**src/rtl/lvds_link_ctrl.sv**
```systemverilog
// Panel sequencer and 7:1 serializer word formatter for a 6-lane video link.
// Runs the power/link/backlight sequence, generates video timing, pulls RGB
// pixels over ready/valid and packs them with sync and the lane-5 clock
// pattern into the 42-bit word the serializer shifts out each pclk.
module lvds_link_ctrl #(
  parameter int unsigned H_ACTIVE = 800,
  parameter int unsigned H_FP     = 40,
  parameter int unsigned H_SYNC   = 48,
  parameter int unsigned H_BP     = 40,
  parameter int unsigned V_ACTIVE = 480,
  parameter int unsigned V_FP     = 13,
  parameter int unsigned V_SYNC   = 3,
  parameter int unsigned V_BP     = 29,
  parameter int unsigned T_PWR    = 1000000,
  parameter int unsigned T_BL     = 2000000
) (
  input  logic        pclk,
  input  logic        reset,
  input  logic        en,
  input  logic [23:0] pix_data,
  input  logic        pix_valid,
  output logic        pix_rdy,
  output logic [41:0] din,
  output logic        ser_rst,
  output logic        panel_pwr,
  output logic        bl_en,
  output logic        frame_start,
  output logic        underflow,
  output logic [2:0]  state
);

  localparam int unsigned H_TOTAL = H_ACTIVE + H_FP + H_SYNC + H_BP;
  localparam int unsigned V_TOTAL = V_ACTIVE + V_FP + V_SYNC + V_BP;
  localparam int unsigned HW = (H_TOTAL > 1) ? $clog2(H_TOTAL) : 1;
  localparam int unsigned VW = (V_TOTAL > 1) ? $clog2(V_TOTAL) : 1;
  localparam logic [HW-1:0] H_LAST = HW'(H_TOTAL - 1);
  localparam logic [VW-1:0] V_LAST = VW'(V_TOTAL - 1);

  typedef enum logic [2:0] {
    StOff     = 3'd0,
    StPwrUp   = 3'd1,
    StLinkUp  = 3'd2,
    StRun     = 3'd3,
    StBlDown  = 3'd4,
    StPwrDown = 3'd5
  } state_e;

  state_e        state_q, state_d;
  logic [31:0]   cnt_q, cnt_d;
  logic [HW-1:0] h_q, h_d;
  logic [VW-1:0] v_q, v_d;
  logic [41:0]   din_q, din_d;
  logic          fs_q, fs_d;
  logic          uf_q, uf_d;
  logic          run_q, run_d, enter_link;
  logic          de, hs, vs;
  logic [7:0]    r, g, b;
  logic [6:0]    lane [6];

  function automatic logic is_run(input state_e s);
    return (s == StLinkUp) || (s == StRun) || (s == StBlDown);
  endfunction

  assign run_q      = is_run(state_q);
  assign run_d      = is_run(state_d);
  assign enter_link = (state_d == StLinkUp) && (state_q != StLinkUp);

  // State and delay-counter register
  always_ff @(posedge pclk) begin
    if (reset) begin
      state_q <= StOff;
      cnt_q   <= '0;
    end else begin
      state_q <= state_d;
      cnt_q   <= cnt_d;
    end
  end

  // Next-state logic; the delay counter restarts on every state change
  always_comb begin
    state_d = state_q;
    unique case (state_q)
      StOff:     if (en) state_d = StPwrUp;
      StPwrUp:   if (!en) state_d = StPwrDown;
                 else if (cnt_q == T_PWR - 1) state_d = StLinkUp;
      StLinkUp:  if (!en) state_d = StBlDown;
                 else if (cnt_q == T_BL - 1) state_d = StRun;
      StRun:     if (!en) state_d = StBlDown;
      StBlDown:  if (cnt_q == T_BL - 1) state_d = StPwrDown;
      StPwrDown: if (cnt_q == T_PWR - 1) state_d = StOff;
      default:   state_d = StOff;
    endcase
    cnt_d = (state_d != state_q) ? 32'd0 : cnt_q + 32'd1;
  end

  // Control outputs decoded from the state register
  always_comb begin
    state     = state_q;
    panel_pwr = (state_q != StOff);
    bl_en     = (state_q == StRun);
    ser_rst   = !run_q;
    pix_rdy   = de;
  end

  // Timing decode, pixel capture and lane packing
  always_comb begin
    de = run_q && (32'(h_q) < H_ACTIVE) && (32'(v_q) < V_ACTIVE);
    hs = (32'(h_q) >= H_ACTIVE + H_FP) && (32'(h_q) < H_ACTIVE + H_FP + H_SYNC);
    vs = (32'(v_q) >= V_ACTIVE + V_FP) && (32'(v_q) < V_ACTIVE + V_FP + V_SYNC);
    // A missing pixel during active video goes out as black, never stalls
    {r, g, b} = (de && pix_valid) ? pix_data : 24'd0;

    // Each lane vector is written slot 6 .. slot 0 (slot 0 shifts out first)
    lane[0] = {r[0], r[1], r[2], r[3], r[4], r[5], g[0]};
    lane[1] = {g[1], g[2], g[3], g[4], g[5], b[0], b[1]};
    lane[2] = {b[2], b[3], b[4], b[5], hs, vs, de};
    lane[3] = {r[6], r[7], g[6], g[7], b[6], b[7], 1'b0};
    lane[4] = 7'b0000000;
    lane[5] = 7'b1100011;

    din_d = '0;
    if (run_q && run_d) begin
      for (int k = 0; k < 7; k++) begin
        for (int l = 0; l < 6; l++) begin
          din_d[6*k+l] = lane[l][k];
        end
      end
    end

    fs_d = run_q && run_d && (h_q == '0) && (v_q == '0);

    uf_d = uf_q;
    if (enter_link)            uf_d = 1'b0;
    else if (de && !pix_valid) uf_d = 1'b1;

    h_d = h_q;
    v_d = v_q;
    if (!run_d || enter_link) begin
      h_d = '0;
      v_d = '0;
    end else if (h_q == H_LAST) begin
      h_d = '0;
      v_d = (v_q == V_LAST) ? '0 : v_q + VW'(1);
    end else begin
      h_d = h_q + HW'(1);
    end
  end

  // Datapath registers
  always_ff @(posedge pclk) begin
    if (reset) begin
      h_q   <= '0;
      v_q   <= '0;
      din_q <= '0;
      fs_q  <= 1'b0;
      uf_q  <= 1'b0;
    end else begin
      h_q   <= h_d;
      v_q   <= v_d;
      din_q <= din_d;
      fs_q  <= fs_d;
      uf_q  <= uf_d;
    end
  end

  assign din         = din_q;
  assign frame_start = fs_q;
  assign underflow   = uf_q;

endmodule

```
**config.mk**
```make
export PLATFORM = sky130hd
export DESIGN_NAME = lvds_link_ctrl
export DESIGN_NICKNAME = d
export VERILOG_FILES = /design/src/rtl/lvds_link_ctrl.sv
export SDC_FILE = /design/constraint.sdc
export NUM_CORES = 1
export LEC_CHECK = 0
export CORE_MARGIN = 4
export CORE_UTILIZATION = 48
export CTS_BUF_LIST = sky130_fd_sc_hd__clkbuf_8
export DETAILED_ROUTE_END_ITERATION = 16
export PLACE_DENSITY = 0.79
export SYNTH_ARGS = -nofsm -noshare
export SYNTH_HDL_FRONTEND = slang
export SYNTH_SLANG_ARGS = --single-unit
```
**constraint.sdc**
```tcl
create_clock -name pclk -period 2.06 [get_ports pclk]
set_input_delay 0.309 -clock pclk [delete_from_list [all_inputs] [get_ports pclk]]
set_output_delay 0.309 -clock pclk [all_outputs]
set_load 0.02 [all_outputs]
```
* Word-level counts from Yosys, hierarchy flattened
Cells that the tools add are included.
** Word-level totals
- Word-level logic and storage cells :: 74
- Register bits after elaboration :: 99
** Operators by class
- Equality and inequality tests :: 14
- Reduce and logical (&&, ||, !) cells :: 28
- Mux-type cells :: 12
- Add/sub/neg operators :: 3
- Bitwise operators :: 2
- Magnitude comparators :: 6
** Operator list (count)
- 42-bit two-way mux :: 1
- 32-bit by 1-bit adder with 32-bit output, second input constant :: 1
- 32-bit by 20-bit equality test with 1-bit output, second input constant :: 1
- 32-bit by 21-bit equality test with 1-bit output, second input constant :: 1
- 24-bit two-way mux :: 1
- 3-bit two-way mux :: 8
- 10-bit by 1-bit adder with 10-bit output, second input constant :: 2
- 10-bit equality test, second input constant :: 2
- 10-bit zero test :: 2
- 10-bit less-than comparator, second input constant :: 2
- 10-bit by 9-bit less-than comparator with 1-bit output, second input constant :: 2
- 3-bit case mux with 6 select lines :: 1
- 3-bit by 2-bit equality test with 1-bit output, second input constant :: 4
- 10-bit >= comparator, second input constant :: 1
- 10-bit by 9-bit >= comparator with 1-bit output, second input constant :: 1
- 1-bit logical AND :: 10
- 10-bit two-way mux :: 1
- 3-bit equality test, second input constant :: 3
- 2-bit OR reduction :: 4
- 3-bit OR reduction :: 2
- 1-bit logical OR :: 5
- 3-bit by 1-bit equality test with 1-bit output, second input constant :: 1
- 1-bit zero test :: 3
- 3-bit zero test :: 1
- 4 further kinds :: 5

* Depth between registers and ports, before layout
- Depth in word-level cells :: 10
- Depth in mapped cells :: 8
- Mapped depth without buffers :: 7

* Least setup slack after synthesis
Ideal clock, no wire load.
- Kind :: register to register
- From :: reg state_q[0] (netlist: state[0])
- To :: reg din_q[12] (netlist: din[12])
- Slack :: -0.230 ns
- Cell stages (with the launch flop) :: 8
- Buffers on the path :: 2
- Arrival :: 2.232 ns
- Library setup time :: 0.059 ns
- Period minus slack after synthesis :: 2.290 ns
- Cells stage by stage :: dfxtp_1 > buf_2 > nor2_1 > mux2i_1 > or4_1 > a2111oi_4 > buf_6 > and2_1
** Between the ends
- Word-level cells in the longest chain between the ends :: 9
- Elaborated cells between the ends (all ways) :: 29
- Those cells by class :: 8 x eq/ne; 9 x mux; 2 x bitwise; 10 x reduce/logical
** Ends and longest elaborated chain
- start: declaration :: RTL line 48 : state_e state_q, state_d;
- start signal: assignment :: RTL line 71 : state_q <= StOff;
- start signal: assignment :: RTL line 74 : state_q <= state_d;
- 3-bit two-way mux (on tied branches) :: RTL line 87, 85
- 3-bit two-way mux (on tied branches) :: RTL line 86, 84
- 3-bit case mux with 6 select lines :: RTL line 82 : unique case (state_q)
- 3-bit by 2-bit equality test with 1-bit output :: RTL line 61 : return (s == StLinkUp) || (s == StRun) || (s == StBlDown);
- 1-bit logical OR (2 in a row) :: RTL line 61
- 1-bit logical AND :: RTL line 122 : if (run_q && run_d) begin
- 1-bit NOT (no line)
- 3-bit OR reduction (no line) *
- end signal: assignment :: RTL line 160 : din_q <= din_d;
- end: declaration :: RTL line 52 : logic [41:0] din_q, din_d;
Every way passes the cells marked *; elsewhere a longest branch is shown, timed or not.
A chain may end at the register's enable or synchronous reset.

* Final worst setup path
- From :: reg cnt_q[20]
- To :: reg din_q[15] (netlist: din[15])
** Between the ends
- Word-level cells in the longest chain between the ends :: 10
- Elaborated cells between the ends (all ways) :: 17
- Those cells by class :: 5 x eq/ne; 7 x mux; 1 x bitwise; 4 x reduce/logical
** Ends and longest elaborated chain
- start: declaration :: RTL line 49 : logic [31:0] cnt_q, cnt_d;
- start signal: assignment :: RTL line 75 : cnt_q <= cnt_d;
- 32-bit by 21-bit equality test with 1-bit output or 32-bit by 20-bit equality test with 1-bit output (tied branches)
- 3-bit two-way mux (on tied branches) :: RTL line 87, 85
- 3-bit two-way mux (on tied branches) :: RTL line 86, 84
- 3-bit case mux with 6 select lines * :: RTL line 82
- 3-bit by 2-bit equality test with 1-bit output :: RTL line 61
- 1-bit logical OR :: RTL line 61
- 1-bit logical OR * :: RTL line 61
- 1-bit logical AND * :: RTL line 122
- 1-bit NOT (no line) *
- 3-bit OR reduction (no line) *
Marked as above.

==> impl_metrics.env <==
export IMPL_r2r_cells=7
export IMPL_clockBufferDepth=2
export IMPL_vias_per_cell=5.38
export IMPL_clockRootBuffer="clkbuf_8"
export IMPL_synth_cell_types=49
export IMPL_critPathCaptureType="flop"
export IMPL_clk_insertion_delay_late_ns=0.35
export IMPL_layout_common_cells="dfxtp_1, clkdlybuf4s50_1, buf_4"
export IMPL_synth_xor_area_share_pct=10.7
export IMPL_drc_errors=0
export IMPL_critPathKind="flop to flop"
export IMPL_cp_slowest_stage_delay_ns=0.56
export IMPL_dp_hpwl_um=6170
export IMPL_antenna_found_initial=0
export IMPL_synth_fa_ha_area_share_pct=2.28
export IMPL_p_leak_uw=0.00213
export IMPL_wl_per_cell_um=14.7
export IMPL_io_pins=79
export IMPL_synth_compound_area_share_pct=4.29
export IMPL_rsz0062_at_grt="true"
export IMPL_cts_sinks=85
export IMPL_synth_edf_count=0
export IMPL_final_core_util_pct=70.4
export IMPL_gr_total_overflow=0
export IMPL_grt_usage_pct=18.0
export IMPL_final_antenna_net_count=0
export IMPL_synth_seq_cells=85
export IMPL_cap_violations=0
export IMPL_drive_above_1_share_pct=22.9
export IMPL_rows=32
export IMPL_synth_top_family_by_area="simple AND/OR/NAND/NOR gates"
export IMPL_cts_buffers=9
export IMPL_drt_iter0_markers=147
export IMPL_synth_simple_area_share_pct=31.5
export IMPL_syn_cell_area_sq_mm=0.00385
export IMPL_grt_start_max_net_pins=26
export IMPL_arrival_ns=2.45
export IMPL_clk_pin_slew_ns=0.09
export IMPL_core_area_sq_mm=0.00777
export IMPL_synthMuxAreaShare_pct=0.260
export IMPL_path_cells="or4b_4, nor4_4, a41oi_2, a2111oi_4, buf_6, clkbuf_16, and2_4"
export IMPL_grt_pass1_vias=3248
export IMPL_hold_violations=0
export IMPL_worst_setup_path_start_kind="flop"
export IMPL_gp_congestion=0.857
export IMPL_peakVddDrop_mv=0.369
export IMPL_vias=3484
export IMPL_floorplan_die_area_sq_mm=0.00952
export IMPL_power_density_mw_per_mm2=587
export IMPL_seq_area_frac_synth_pct=44.2
export IMPL_layout_commonest_cell="dfxtp_1"
export IMPL_slew_viol_final=0
export IMPL_fin_skew_ns=0.0128
export IMPL_setup_viol=38
export IMPL_syn_to_final_growth_pct=42.1
export IMPL_fmax_mhz=464
export IMPL_n_antenna_cell=0
export IMPL_power_uw=3210
export IMPL_die_width_um=97.5
export IMPL_slowest_stage="or4b_4"
export IMPL_yosysWarnings=0
export IMPL_grt_pass1_wl_um=14300
export IMPL_nNetsFinal=575
export IMPL_die_h_um=97.5
export IMPL_violations="setup timing"
export IMPL_routed_wl_um=9510
export IMPL_synth_area_per_cell_sq_um=9.08
export IMPL_cts_hold_buf=0
export IMPL_synthArstFlopShare_pct=0
export IMPL_min_path_cells=1
export IMPL_port_buffers=67
export IMPL_status="finished, violations left"
export IMPL_synthFlopType="dfxtp_1"
export IMPL_period_share_pct=105
export IMPL_cts_htree_levels=3
export IMPL_finalNonFillerCells=647
export IMPL_crit_fanout=6
export IMPL_cts_tree="built"
export IMPL_drtPass1Iterations=5
export IMPL_cp_required_ns=2.36
export IMPL_min_path_type="flop to flop"
export IMPL_place_inst=619
export IMPL_initial_core_util_pct=49.5
export IMPL_setup_ws_ns=-0.0929
export IMPL_synth_cells=424
export IMPL_fin_crit_ns=2.15
==> worst max-delay path: cells and delay by family, from the launching register on <==
family / cells / cell delay (ns)
AOI/OAI and AO/OA: 2 / 0.54
buffers and inverters: 2 / 0.34
DFF: 1 / 0.34
and+or+nand+nor: 3 / 0.88
==> Yosys cell counts (all sizes together) (16+ instances only) <==
master | instances | area [sq um]
dfxtp | 85 | 1700
nand2 | 18 | 67.6
xor2 | 36 | 315
nor2 | 47 | 176
nand3 | 22 | 110
nor4 | 17 | 140
buf | 22 | 156
clkbuf | 16 | 60.1
nor3 | 26 | 130
nand4 | 21 | 131
and2 | 28 | 175
==> path summary, 6_finish.rpt <==
kind	from	slack [ns]	to
worst max register to register	cnt_q[20]	-0.09	din[15]
worst min register to register	h_q[0]	0.49	h_q[0]
worst min-delay path	h_q[0]	0.49	h_q[0]
worst max-delay path	cnt_q[20]	-0.09	din[15]
==> flip-flops by register name, indices dropped and copies added (netlist names) <==
name	cells
state	3
frame_start	1
h_q	10
underflow	1
cnt_q	32
v_q	10
din	28
==> cell families after synthesis <==
kind of cell	count (synthesis)
fa+ha+maj	7
flops	85
xor+xnor	47
other cells	1
buf+inv	49
simple gates	214
compound gates	20
mux	1
==> stage by stage <==
step                      hold slack, ns  instance area [sq um]  worst slack [ns]  setup TNS (ns)
after global placement             0.476                   4940           -0.0235         -0.0235
after global routing               0.491                   5470            -0.156           -6.54
after CTS                          0.489                   5180         -0.000161       -0.000161
final                              0.489                   5470           -0.0929           -1.96
after floorplan                    0.371                   3920           0.00823               0
after detailed placement           0.475                   4940           -0.0783           -2.38
==> metal layers <==
layer  part of all wire, %  track usage, %
met1                    39            21.1
met2                    48            30.0
met5                     0               0
met3                   9.3            6.39
met4                   3.2            6.60
==> where the power goes <==
group	internal, uW	total, uW	leakage, uW	switching [uW]
Clock	602	1210	0.000103	608
Combinational	173	329	0.00134	156
Sequential	1650	1670	0.000688	14.8
==> repair_timing <==
item / CTS / global route
pin swaps: 1 / 7
cloned: 0 / 6
resized for setup: 13 / 30
setup buffers: 1 / 5
endpoints found under the setup margin: 66 / 82
==> final cells by class <==
cell class	count	area, sq um
clock buffers	10	138
clock inverters	6	68.8
fillers	576	2300
inverters	11	41.3
multi-input cells	300	2080
flip-flops and latches	85	1710
well taps	102	128
repair buffers	133	1300
(Power assumes the default switching activity.)
